<file path="src/rtl/addsub_pkg.sv">
// addsub_pkg: shared definitions for the bit-serial adder/subtractor.
//   MODE_ADD / MODE_SUB : operation select encoding
//   state_e             : controller state encoding (ST_IDLE, ST_RUN)
//   clog2()             : index-register width helper
package addsub_pkg;

    localparam logic MODE_ADD = 1'b0;
    localparam logic MODE_SUB = 1'b1;

    typedef enum logic {
        ST_IDLE = 1'b0,
        ST_RUN  = 1'b1
    } state_e;

    // Smallest n with 2**n >= value; used for elaboration-time sizing only.
    function automatic int unsigned clog2(input int unsigned value);
        int unsigned n;
        n = 0;
        while ((64'd1 << n) < 64'(value)) begin
            n++;
        end
        return n;
    endfunction

endpackage

</file>
<file path="src/rtl/addsub_cell.sv">
// addsub_cell: combinational one-bit full adder / full subtractor.
//   a, b  in  operand bits
//   c     in  carry-in (add) or borrow-in (subtract)
//   mode  in  MODE_ADD or MODE_SUB
//   s     out sum / difference bit
//   co    out carry-out (add) or borrow-out (subtract)
module addsub_cell
    import addsub_pkg::*;
(
    input  logic a,
    input  logic b,
    input  logic c,
    input  logic mode,
    output logic s,
    output logic co
);

    logic w_p;

    // Sum and difference bits are the same xor; only the carry/borrow differs.
    assign w_p = a ^ b;
    assign s   = w_p ^ c;

    always_comb begin
        if (mode == MODE_SUB) begin
            co = (~a & b) | (~w_p & c);
        end else begin
            co = (a & b) | (w_p & c);
        end
    end

endmodule

</file>
<file path="src/rtl/serial_addsub.sv">
// serial_addsub: bit-serial two's-complement adder/subtractor, one bit per clock.
//   Parameter WIDTH (2..64) sets operand/result width.
//   clk, rst_n      clock, asynchronous active-low reset
//   start           request pulse, sampled only while busy=0
//   mode            0 = a+b+c_in, 1 = a-b-c_in (c_in is borrow-in)
//   a, b, c_in      operands, sampled with start
//   busy            operation in progress
//   done            one-cycle completion pulse
//   result, c_out   sum/difference and carry/borrow of last completed operation
//   ovf             signed overflow of last completed operation
// Optional feature: define SERIAL_ADDSUB_OVF_EN to build the overflow logic;
// without it ovf is tied to 0.
module serial_addsub
    import addsub_pkg::*;
#(
    parameter int unsigned WIDTH = 8
) (
    input  logic             clk,
    input  logic             rst_n,
    input  logic             start,
    input  logic             mode,
    input  logic [WIDTH-1:0] a,
    input  logic [WIDTH-1:0] b,
    input  logic             c_in,
    output logic             busy,
    output logic             done,
    output logic [WIDTH-1:0] result,
    output logic             c_out,
    output logic             ovf
);

    localparam int unsigned IDX_W = clog2(WIDTH);

    state_e             r_state;
    state_e             w_state_d;
    logic [WIDTH-1:0]   r_a_sh;
    logic [WIDTH-1:0]   r_b_sh;
    // Holds the WIDTH-1 most recent result bits; the current bit completes the word.
    logic [WIDTH-2:0]   r_work;
    logic [WIDTH-1:0]   w_work_d;
    logic               r_carry;
    logic               r_mode;
    logic [IDX_W-1:0]   r_idx;
    logic               r_done;
    logic [WIDTH-1:0]   r_result;
    logic               r_c_out;

    logic               w_load;
    logic               w_step;
    logic               w_finish;
    logic               w_last;
    logic               w_s;
    logic               w_co;

    addsub_cell u_cell (
        .a    (r_a_sh[0]),
        .b    (r_b_sh[0]),
        .c    (r_carry),
        .mode (r_mode),
        .s    (w_s),
        .co   (w_co)
    );

    assign w_last   = (r_idx == IDX_W'(WIDTH - 1));
    assign w_work_d = {w_s, r_work};

    // Next-state and step control.
    always_comb begin
        w_state_d = r_state;
        w_load    = 1'b0;
        w_step    = 1'b0;
        w_finish  = 1'b0;
        unique case (r_state)
            ST_IDLE: begin
                if (start) begin
                    w_load    = 1'b1;
                    w_state_d = ST_RUN;
                end
            end
            ST_RUN: begin
                w_step = 1'b1;
                if (w_last) begin
                    w_finish  = 1'b1;
                    w_state_d = ST_IDLE;
                end
            end
            default: w_state_d = ST_IDLE;
        endcase
    end

    always_ff @(posedge clk or negedge rst_n) begin
        if (!rst_n) begin
            r_state <= ST_IDLE;
        end else begin
            r_state <= w_state_d;
        end
    end

    // Operand shifters, carry flop and bit index.
    always_ff @(posedge clk or negedge rst_n) begin
        if (!rst_n) begin
            r_a_sh  <= '0;
            r_b_sh  <= '0;
            r_work  <= '0;
            r_carry <= 1'b0;
            r_mode  <= MODE_ADD;
            r_idx   <= '0;
        end else if (w_load) begin
            r_a_sh  <= a;
            r_b_sh  <= b;
            r_carry <= c_in;
            r_mode  <= mode;
            r_idx   <= '0;
        end else if (w_step) begin
            r_a_sh  <= r_a_sh >> 1;
            r_b_sh  <= r_b_sh >> 1;
            r_work  <= w_work_d[WIDTH-1:1];
            r_carry <= w_co;
            r_idx   <= r_idx + IDX_W'(1);
        end
    end

    // Completion registers: change only on the edge that registers the MSB.
    always_ff @(posedge clk or negedge rst_n) begin
        if (!rst_n) begin
            r_done   <= 1'b0;
            r_result <= '0;
            r_c_out  <= 1'b0;
        end else begin
            r_done <= w_finish;
            if (w_finish) begin
                r_result <= w_work_d;
                r_c_out  <= w_co;
            end
        end
    end

`ifdef SERIAL_ADDSUB_OVF_EN
    logic r_ovf;

    // At the MSB step r_carry is the carry/borrow into the MSB, w_co the one out of it.
    always_ff @(posedge clk or negedge rst_n) begin
        if (!rst_n) begin
            r_ovf <= 1'b0;
        end else if (w_finish) begin
            r_ovf <= r_carry ^ w_co;
        end
    end

    assign ovf = r_ovf;
`else
    assign ovf = 1'b0;
`endif

    assign busy   = (r_state == ST_RUN);
    assign done   = r_done;
    assign result = r_result;
    assign c_out  = r_c_out;

endmodule

</file>
<file path="config.mk">
export PLATFORM = sky130hd
export DESIGN_NAME = serial_addsub
export DESIGN_NICKNAME = d
export VERILOG_FILES = /design/src/rtl/addsub_pkg.sv /design/src/rtl/addsub_cell.sv /design/src/rtl/serial_addsub.sv
export SDC_FILE = /design/constraint.sdc
export NUM_CORES = 1
export LEC_CHECK = 0
export ABC_AREA = 1
export BUFFER_PORTS_ARGS = -buffer_cell sky130_fd_sc_hd__buf_2
export CORE_AREA = 2 2 75 49
export CTS_BUF_LIST = sky130_fd_sc_hd__clkbuf_4 sky130_fd_sc_hd__clkbuf_8 sky130_fd_sc_hd__clkbuf_16
export CTS_CLUSTER_SIZE = 28
export DETAILED_ROUTE_END_ITERATION = 16
export DIE_AREA = 0 0 77 51
export PLACE_DENSITY = 0.78
export SETUP_SLACK_MARGIN = 0.5
export SLEW_MARGIN = 20
export SYNTH_ARGS = -nofsm -noshare
export SYNTH_HDL_FRONTEND = slang
export SYNTH_SLANG_ARGS = --single-unit
export TNS_END_PERCENT = 10
</file>
<file path="constraint.sdc">
create_clock -name clk -period 1.4 [get_ports clk]
set_input_delay 0.21 -clock clk [delete_from_list [all_inputs] [get_ports clk]]
set_output_delay 0.21 -clock clk [all_outputs]
set_load 0.02 [all_outputs]
</file>
Word level (Yosys, flattened, before mapping). Index checks and enable logic that the tools add are counted.

Register bits after elaboration: 39.

Bitwise operators: 12. Reduce and logical (&&, ||, !) cells: 2. Eq/ne operators: 1. Multiplexer cells: 16. $add $sub $neg: 1.

Operators by type and width (count): 8-bit 2-to-1 mux (4); 1-bit 2-to-1 mux (9); 3-bit 2-to-1 mux (2); 1-bit AND (4); 1-bit inverter (4); 3-bit by 1-bit adder with 3-bit output (second input constant) (1); 3-bit equality test (second input constant) (1); 1-bit bitwise OR (2); 1-bit case mux with 2 select lines (1); 2-bit AND reduction (1); 2-bit nonzero test (1); 1-bit XOR (2).

Depth between registers and ports, before layout. Gate-level depths: netlist of run 1.

Depth after elaboration: 7. Gate-level depth with buffers: 6. Depth with buffers taken out: 6.

Cells and area by module. A second synthesis of run 1 with hierarchy kept.

Cells, all modules: 187. Area total of the unflattened synthesis: 1734.2 µm².

By module, submodules not included: serial_addsub (times used 1, cells an instance 178, seq. area each 975.9 µm², area each 1667.8 µm²); addsub_cell (times used 1, cells an instance 9, seq. area each 0.0 µm², area each 66.3 µm²).

Least setup slack after synthesis of run 1. OpenSTA, ideal clock, no wires.

Path kind: register -> register. From: register r_idx[0]. To: register r_result[0], in the netlist result[0]. Arrival time: 1.098 ns. Path slack: 0.176 ns. Cell stages (with the launch flop): 6. Required time: 1.274 ns. Library setup time: 0.126 ns. Cell sequence: dfrtp_1 -> ha_1 -> ha_1 -> nand2_2 -> buf_2 -> o21ai_0.

Cells in the longest elaborated chain, start to end: 3.

Ends and longest elaborated chain: from (decl) (line serial_addsub.sv:43) `logic [IDX_W-1:0] r_idx;`; from (signal assigned) (line serial_addsub.sv:119) `r_idx <= r_idx + IDX_W'(1);`; 3-bit equality test (line serial_addsub.sv:64) `assign w_last = (r_idx == IDX_W'(WIDTH - 1));`; 1-bit 2-to-1 mux (line serial_addsub.sv:82) `if (w_last) begin`; 1-bit 2-to-1 mux (line serial_addsub.sv:73) `unique case (r_state)`; to (signal assigned) (line serial_addsub.sv:132) `r_result <= w_work_d;`; to (decl) (line serial_addsub.sv:45) `logic [WIDTH-1:0] r_result;`.

No other way between the ends. A chain may end at the register's enable or synchronous reset.

Worst setup path in the final report of run 1.
From: register r_idx[0]. To: register r_result[5], in the netlist result[5].

Same word-level chain as after synthesis.

==> results by group, run 1 <==
Place
  • Placer Congestion: 0.7628
  • DPL Wire Length: 2119 um
  • # port buffers: 31
  • Pre-CTS setup slack: 0.1603 ns

Clock tree
  • H-tree levels: 2
  • Clock Sinks: 39
  • Worst skew pair latency: 0.29 ns
  • CTS clk-pin slew, worst paths: 0.07 ns
  • CTS root buf: clkbuf_8
  • TritonCTS buffer count: 5
  • Buffer levels on the longest clock path: 2
  • CTS tree: yes

Synth
  • Mapped Area: 1643 um2
  • Post-synthesis sequential area ratio: 59.41%
  • #FFs+latches synth: 39
  • Syn_nets: 208
  • Unique masters post-synth: 16
  • YS warnings: 0
  • Mapped Cells: 183
  • Syn avg cell area: 8.977 um2

Global routing
  • GRT Max-Usage Layer: met2
  • Via count of the first global-routing pass: 1127
  • Met1 global-route usage: 23.29%
  • Met2 usage: 23.68%
  • GRT overflow: 0
  • Grt met3 use: 5.830%
  • First-pass GRT wire length: 4926 um
  • Antenna violations before repair: 0
  • Pin count of the biggest net entering global routing: 23
  • Total track usage: 16.88%

Power and ir drop
  • PD cells: 2126 nW/um2
  • Net Switching: 1.737 mW
  • Clock power frac: 17.2%
  • Net Sw Frac: 38.84%
  • Combinational Power Share: 40.4%
  • LEAKAGE: 1.086 nW
  • Worst vdd ir: 0.8636 mV
  • Register share of total power: 42.4%
  • Int Pwr: 2.735 mW

Flow run
  • Max Cap Viol: 0

Drt
  • Initial DRC Count: 93
  • DRC Markers: 0
  • Total wire length: 3452 um
  • Via Count: 1320
  • Per-cell routed wire length: 12.74 um
  • DR vias/cell: 4.871
  • ANT nets after route: 0
  • Drt first pass iters: 5

Timing
  • Hold_ws: 0.1076 ns
  • Max Clock Skew: 0.004431 ns
  • Max Transition Viols Final: 0
  • Final worst slack: 0.1842 ns
  • Max Freq: 0.8225 GHz
  • Final period utilization: 86.84%
  • Final number of setup-violating endpoints: 0
  • Fin crit period: 1.216 ns
  • Fin. Hold Viols: 0
  • Setup tns final: 0 ns
  • RSZ-0062 raised after global routing: yes

Layout
  • Area growth, synth to finish: 28.03%
  • Most frequent cells in the layout: nand2_1, dfrtp_1, buf_2, nand3_1
  • Post-layout util: 62.58%
  • Antenna cells: 0
  • Share of cells above drive strength 1: 27.23%
  • Commonest non-fill, non-tap cell in the layout: nand2_1
  • Final #Nets: 248

Worst setup path
  • Startpoint types: register
  • Worst Reg-to-Reg Cells: 4
  • Arr. time, crit path: 1.42 ns
  • Crit path kind: register to register
  • Crit. End Element: register
  • Critical Path Fanout Max: 8
  • Req. time, crit path: 1.60 ns
  • Setup slack on the worst flop-to-flop path: 0.18 ns

Die
  • Chip height: 51 um
  • Num rows: 17
  • I/O pin count: 33
  • Core footprint: 3361 um2
  • Initial core utilization: 48.88%
  • Width of the die: 77 um
  • Die area: 3927 um2

Run status
  • Status: finished clean

Min path
  • Hold Crit Class: input pin to register
  • WHS Path Cells: 3
[routing by layer]
layer | vias to the layer above | part of all wire (%)
li1 | 645 | -
met1 | 629 | 48
met2 | 39 | 44
met3 | 7 | 5.9
met4 | 0 | 1.7
met5 | - | 0
[kinds of logic after synthesis]
kind of cell	Yosys count	share of synthesized area (%)
and+or+nand+nor	100	24.90
DFF	39	59.41
buffers and inverters	23	6.626
AOI/OAI and AO/OA	16	4.875
adders and majority gates	4	3.960
other	1	0.2283
[synthesized netlist by cell type]
cell / n / area (um2)
inv_1: 13 / 48.80
nor2_1: 1 / 3.750
buf_6: 1 / 11.26
nor2_2: 1 / 6.260
nand2_2: 1 / 6.260
ha_1: 2 / 25.02
nand2_1: 79 / 296.5
fa_1: 2 / 40.04
nor2_4: 1 / 11.26
buf_2: 6 / 30.03
dfrtp_1: 39 / 975.9
inv_2: 1 / 3.750
buf_4: 2 / 15.01
nand3_1: 17 / 85.08
conb_1: 1 / 3.750
o21ai_0: 16 / 80.08
[path summary, 6_finish.rpt]
path / end / from
setup / recovery: result[5] / r_idx[0]
hold / removal: r_a_sh[7] / a[7]
setup reg to reg: result[5] / r_idx[0]
hold reg to reg: r_work[0] / r_work[1]
max in group asynchronous: busy / rst_n
min in group asynchronous: r_a_sh[2] / rst_n
[metrics by stage]
step           instances  power, mW  cell area [um2]
2_1_floorplan        183      2.946             1669
3_5_place_dp         257      3.394             1896
5_1_grt              271      4.794             2103
3_3_place_gp         257      3.335             1896
6_report             271      4.472             2103
4_1_cts              267      4.257             2024
[timing repair]
action	4_1_cts	5_1_grt
hold buffers	1	0
pin swaps	1	3
resized for setup	4	7
hold endpoints to repair	17	0
gates cloned	0	3
setup endpoints to repair	50	72
setup buffers	1	1
[critical path, stage by stage (launching register included)]
cell,delay (ns)
dfrtp_1,0.46
ha_4,0.18
ha_4,0.20
nand2_4,0.10
o21ai_0,0.19
[flip-flops by register name, indices dropped and copies added, names as in the netlist]
signal	count
r_work	7
r_b_sh	8
done	1
r_idx	3
r_carry	1
result	8
busy	1
c_out	1
r_mode	1
r_a_sh	8
[power by group through the flow]
stage	clock (mW)	combinational, mW	sequential (mW)
CTS	0.779	1.62	1.86
detailed placement	0	1.49	1.91
finish	0.771	1.81	1.90
floorplan	0	0.960	1.99
global route	0.830	2.00	1.96
global placement	0	1.44	1.90
[cell type report]
type,count,area [um2]
Clock buffer,7,83.83
Clock inverter,1,5.005
Fill cell,289,1257
Inverter,14,52.55
Multi-Input combinational cell,123,633.1
Sequential cell,39,977.2
Tap cell,47,58.81
Timing Repair Buffer,40,292.8
No activity file was read; power rests on OpenSTA's default activity.
==> run 2, diff against run 1 <==
--- a/config.mk
+++ b/config.mk
@@ -7,12 +7,12 @@
 export LEC_CHECK = 0
 export ABC_AREA = 1
 export BUFFER_PORTS_ARGS = -buffer_cell sky130_fd_sc_hd__buf_2
-export CORE_AREA = 2 2 75 49
+export CORE_AREA = 2 2 73 47
 export CTS_BUF_LIST = sky130_fd_sc_hd__clkbuf_4 sky130_fd_sc_hd__clkbuf_8 sky130_fd_sc_hd__clkbuf_16
 export CTS_CLUSTER_SIZE = 28
 export DETAILED_ROUTE_END_ITERATION = 16
-export DIE_AREA = 0 0 77 51
-export PLACE_DENSITY = 0.78
+export DIE_AREA = 0 0 75 49
+export PLACE_DENSITY = 0.83
 export SETUP_SLACK_MARGIN = 0.5
 export SLEW_MARGIN = 20
 export SYNTH_ARGS = -nofsm -noshare
==> constraint.sdc (replaced) <==
create_clock -name clk -period 1.45 [get_ports clk]
set_input_delay 0.2175 -clock clk [delete_from_list [all_inputs] [get_ports clk]]
set_output_delay 0.2175 -clock clk [all_outputs]
set_load 0.02 [all_outputs]
==> run 2 against run 1 <==
Effect of this change:
- first-iteration DRC count up 7.5%
- cell area up 2.3%
- critical endpoint is now r_carry
- sequential power down 3%
- global-route usage up 3.9 points
- highest routed layer unchanged
==> results by group, run 2 (synthesis gave the netlist of run 1 again) <==
Run status
  • Status: finished clean (unchanged)

Timing
  • Max Clock Skew: 0.005250 ns (was 0.004431 ns)
  • Final number of setup-violating endpoints: 0 (unchanged)
  • Max Transition Viols Final: 0 (unchanged)
  • Max Freq: 0.7956 GHz (was 0.8225 GHz)
  • Setup tns final: 0 ns (unchanged)
  • Fin. Hold Viols: 0 (unchanged)
  • Hold_ws: 0.1105 ns (was 0.1076 ns)
  • Fin crit period: 1.257 ns (was 1.216 ns)
  • Final worst slack: 0.1931 ns (was 0.1842 ns)
  • Final period utilization: 86.68% (was 86.84%)
  • RSZ-0062 raised after global routing: yes (unchanged)

Drt
  • Per-cell routed wire length: 13.92 um (was 12.74 um)
  • ANT nets after route: 0 (unchanged)
  • Initial DRC Count: 100 (was 93)
  • Total wire length: 3841 um (was 3452 um)
  • DRC Markers: 0 (unchanged)
  • DR vias/cell: 4.949 (was 4.871)
  • Drt first pass iters: 4 (was 5)
  • Via Count: 1366 (was 1320)

Die
  • Chip height: 49 um (was 51 um)
  • Num rows: 16 (was 17)
  • Initial core utilization: 53.64% (was 48.88%)
  • Width of the die: 75 um (was 77 um)
  • I/O pin count: 33 (unchanged)
  • Core footprint: 3063 um2 (was 3361 um2)
  • Die area: 3675 um2 (was 3927 um2)

Layout
  • Most frequent cells in the layout: nand2_1, dfrtp_1, buf_2, nand3_1, o21ai_0 (was nand2_1, dfrtp_1, buf_2, nand3_1)
  • Antenna cells: 0 (unchanged)
  • Post-layout util: 70.22% (was 62.58%)
  • Share of cells above drive strength 1: 32.47% (was 27.23%)
  • Commonest non-fill, non-tap cell in the layout: nand2_1 (unchanged)
  • Final #Nets: 255 (was 248)
  • Final std cells w/o fill: 276 (was 271)
  • Fin area: 2151 um2 (was 2103 um2)
  • Number of fill cells: 220 (was 289)
  • Area growth, synth to finish: 30.92% (was 28.03%)

Worst setup path
  • Crit path buffers/inverters: 1 (was 0)
  • CP Depth: 5 (was 4)
  • Most used cell, CP: nand3_1 (was ha_4)
  • Delay-heaviest family, CP: flip-flops (unchanged)
  • Crit-path slowest cell: dfrtp_1 (unchanged)
  • Max stage delay on crit path: 0.43 ns (was 0.46 ns)
  • Crit-path cells: fa_2, inv_2, nand2_2, nand3_1, nand3_1 (was ha_4, ha_4, nand2_4, o21ai_0)
  • Crit path kind: register to register (unchanged)
  • Worst Reg-to-Reg Cells: 5 (was 4)
  • Startpoint types: register (unchanged)
  • Crit. End Element: register (unchanged)
  • Req. time, crit path: 1.62 ns (was 1.60 ns)
  • Arr. time, crit path: 1.42 ns (about the same)
  • Critical Path Fanout Max: 3 (was 8)

Power and ir drop
  • Worst vdd ir: 1.003 mV (was 0.8636 mV)
  • LEAKAGE: 1.132 nW (was 1.086 nW)
  • Int Pwr: 2.821 mW (was 2.735 mW)
  • Combinational Power Share: 41.9% (was 40.4%)
  • Register share of total power: 40.0% (was 42.4%)
  • Clock power frac: 18.1% (was 17.2%)
  • Pwr Total: 4.602 mW (was 4.472 mW)
  • Net Sw Frac: 38.71% (was 38.84%)
  • PD cells: 2140 nW/um2 (was 2126 nW/um2)
  • Net Switching: 1.782 mW (was 1.737 mW)

Place
  • DPL Wire Length: 2163 um (was 2119 um)
  • # port buffers: 31 (unchanged)
  • Pre-CTS setup slack: 0.2084 ns (was 0.1603 ns)
  • Cell Area, Placed: 1863 um2 (was 1896 um2)
  • Placer Congestion: 0.7615 (was 0.7628)
  • Placed Instances: 256 (was 257)

Clock tree
  • Buffer levels on the longest clock path: 2 (unchanged)
  • TritonCTS buffer count: 5 (unchanged)
  • CTS tree: yes (unchanged)
  • Clock Sinks: 39 (unchanged)
  • CTS clk-pin slew, worst paths: 0.07 ns (about the same)
  • H-tree levels: 2 (unchanged)
  • CTS root buf: clkbuf_8 (unchanged)
  • Worst skew pair latency: 0.30 ns (was 0.29 ns)

Min path
  • Hold Crit Class: input pin to register (unchanged)
  • WHS Path Cells: 3 (unchanged)

Global routing
  • GRT overflow: 0 (unchanged)
  • First-pass GRT wire length: 5589 um (was 4926 um)
  • Via count of the first global-routing pass: 1261 (was 1127)
  • Antenna violations before repair: 0 (unchanged)
  • Pin count of the biggest net entering global routing: 40 (was 23)
  • Total track usage: 20.77% (was 16.88%)

Flow run
  • Max Cap Viol: 0 (unchanged)
==> run 2: worst reg2reg max path, delay by kind of cell (launching register included) <==
family,cells,cell delay [ns]
adder cells (fa/ha/maj),1,0.40
flip-flops,1,0.43
buffers and inverters,1,0.06
AND/OR/NAND/NOR,3,0.24
==> run 2: timing repair <==
action,4_1_cts,5_1_grt
gates resized for setup,8,11
setup buffers,4,4
hold endpoints to repair,39,0
setup endpoints to repair,50,51
cloned,0,3
hold buffers,1,0
pin swaps,1,7
==> run 2: worst paths after layout <==
| path | endpoint | slack, ns | from |
|---|---|---|---|
| hold reg to reg | r_a_sh[7] | 0.48 | r_a_sh[7] |
| setup / recovery | r_carry | 0.19 | r_carry |
| hold / removal | r_a_sh[7] | 0.11 | a[7] |
| min in group asynchronous | result[0] | 0.49 | rst_n |
| setup reg to reg | r_carry | 0.19 | r_carry |
| max in group asynchronous | busy | 0.60 | rst_n |
==> run 2: routing by layer <==
| layer | GRT usage, % | vias to the layer above | part of all wire [%] |
|---|---|---|---|
| li1 | - | 660 | - |
| met4 | 10.12 | 0 | 2.1 |
| met5 | 0 | - | 0 |
| met2 | 28.65 | 42 | 47 |
| met1 | 30.14 | 655 | 46 |
| met3 | 5.785 | 9 | 5.0 |
==> run 2: cell type report <==
| cell class | instances | area [um2] | share of cell area [%] |
|---|---|---|---|
| repair buffers | 48 | 332.8 | 15.47 |
| flip-flops and latches | 39 | 977.2 | 45.43 |
| clock buffers | 8 | 103.9 | 4.828 |
| multi-input cells | 122 | 628.1 | 29.20 |
| well taps | 45 | 56.30 | 2.618 |
| inverters | 14 | 52.55 | 2.443 |
==> run 2: power by group through the flow <==
stage	Combinational, mW	Clock [mW]	Sequential (mW)
finish	1.93	0.832	1.84
global route	2.15	0.885	1.88
CTS	1.68	0.844	1.81
detailed placement	1.43	0	1.85
global placement	1.36	0	1.83
floorplan	0.926	0	1.92
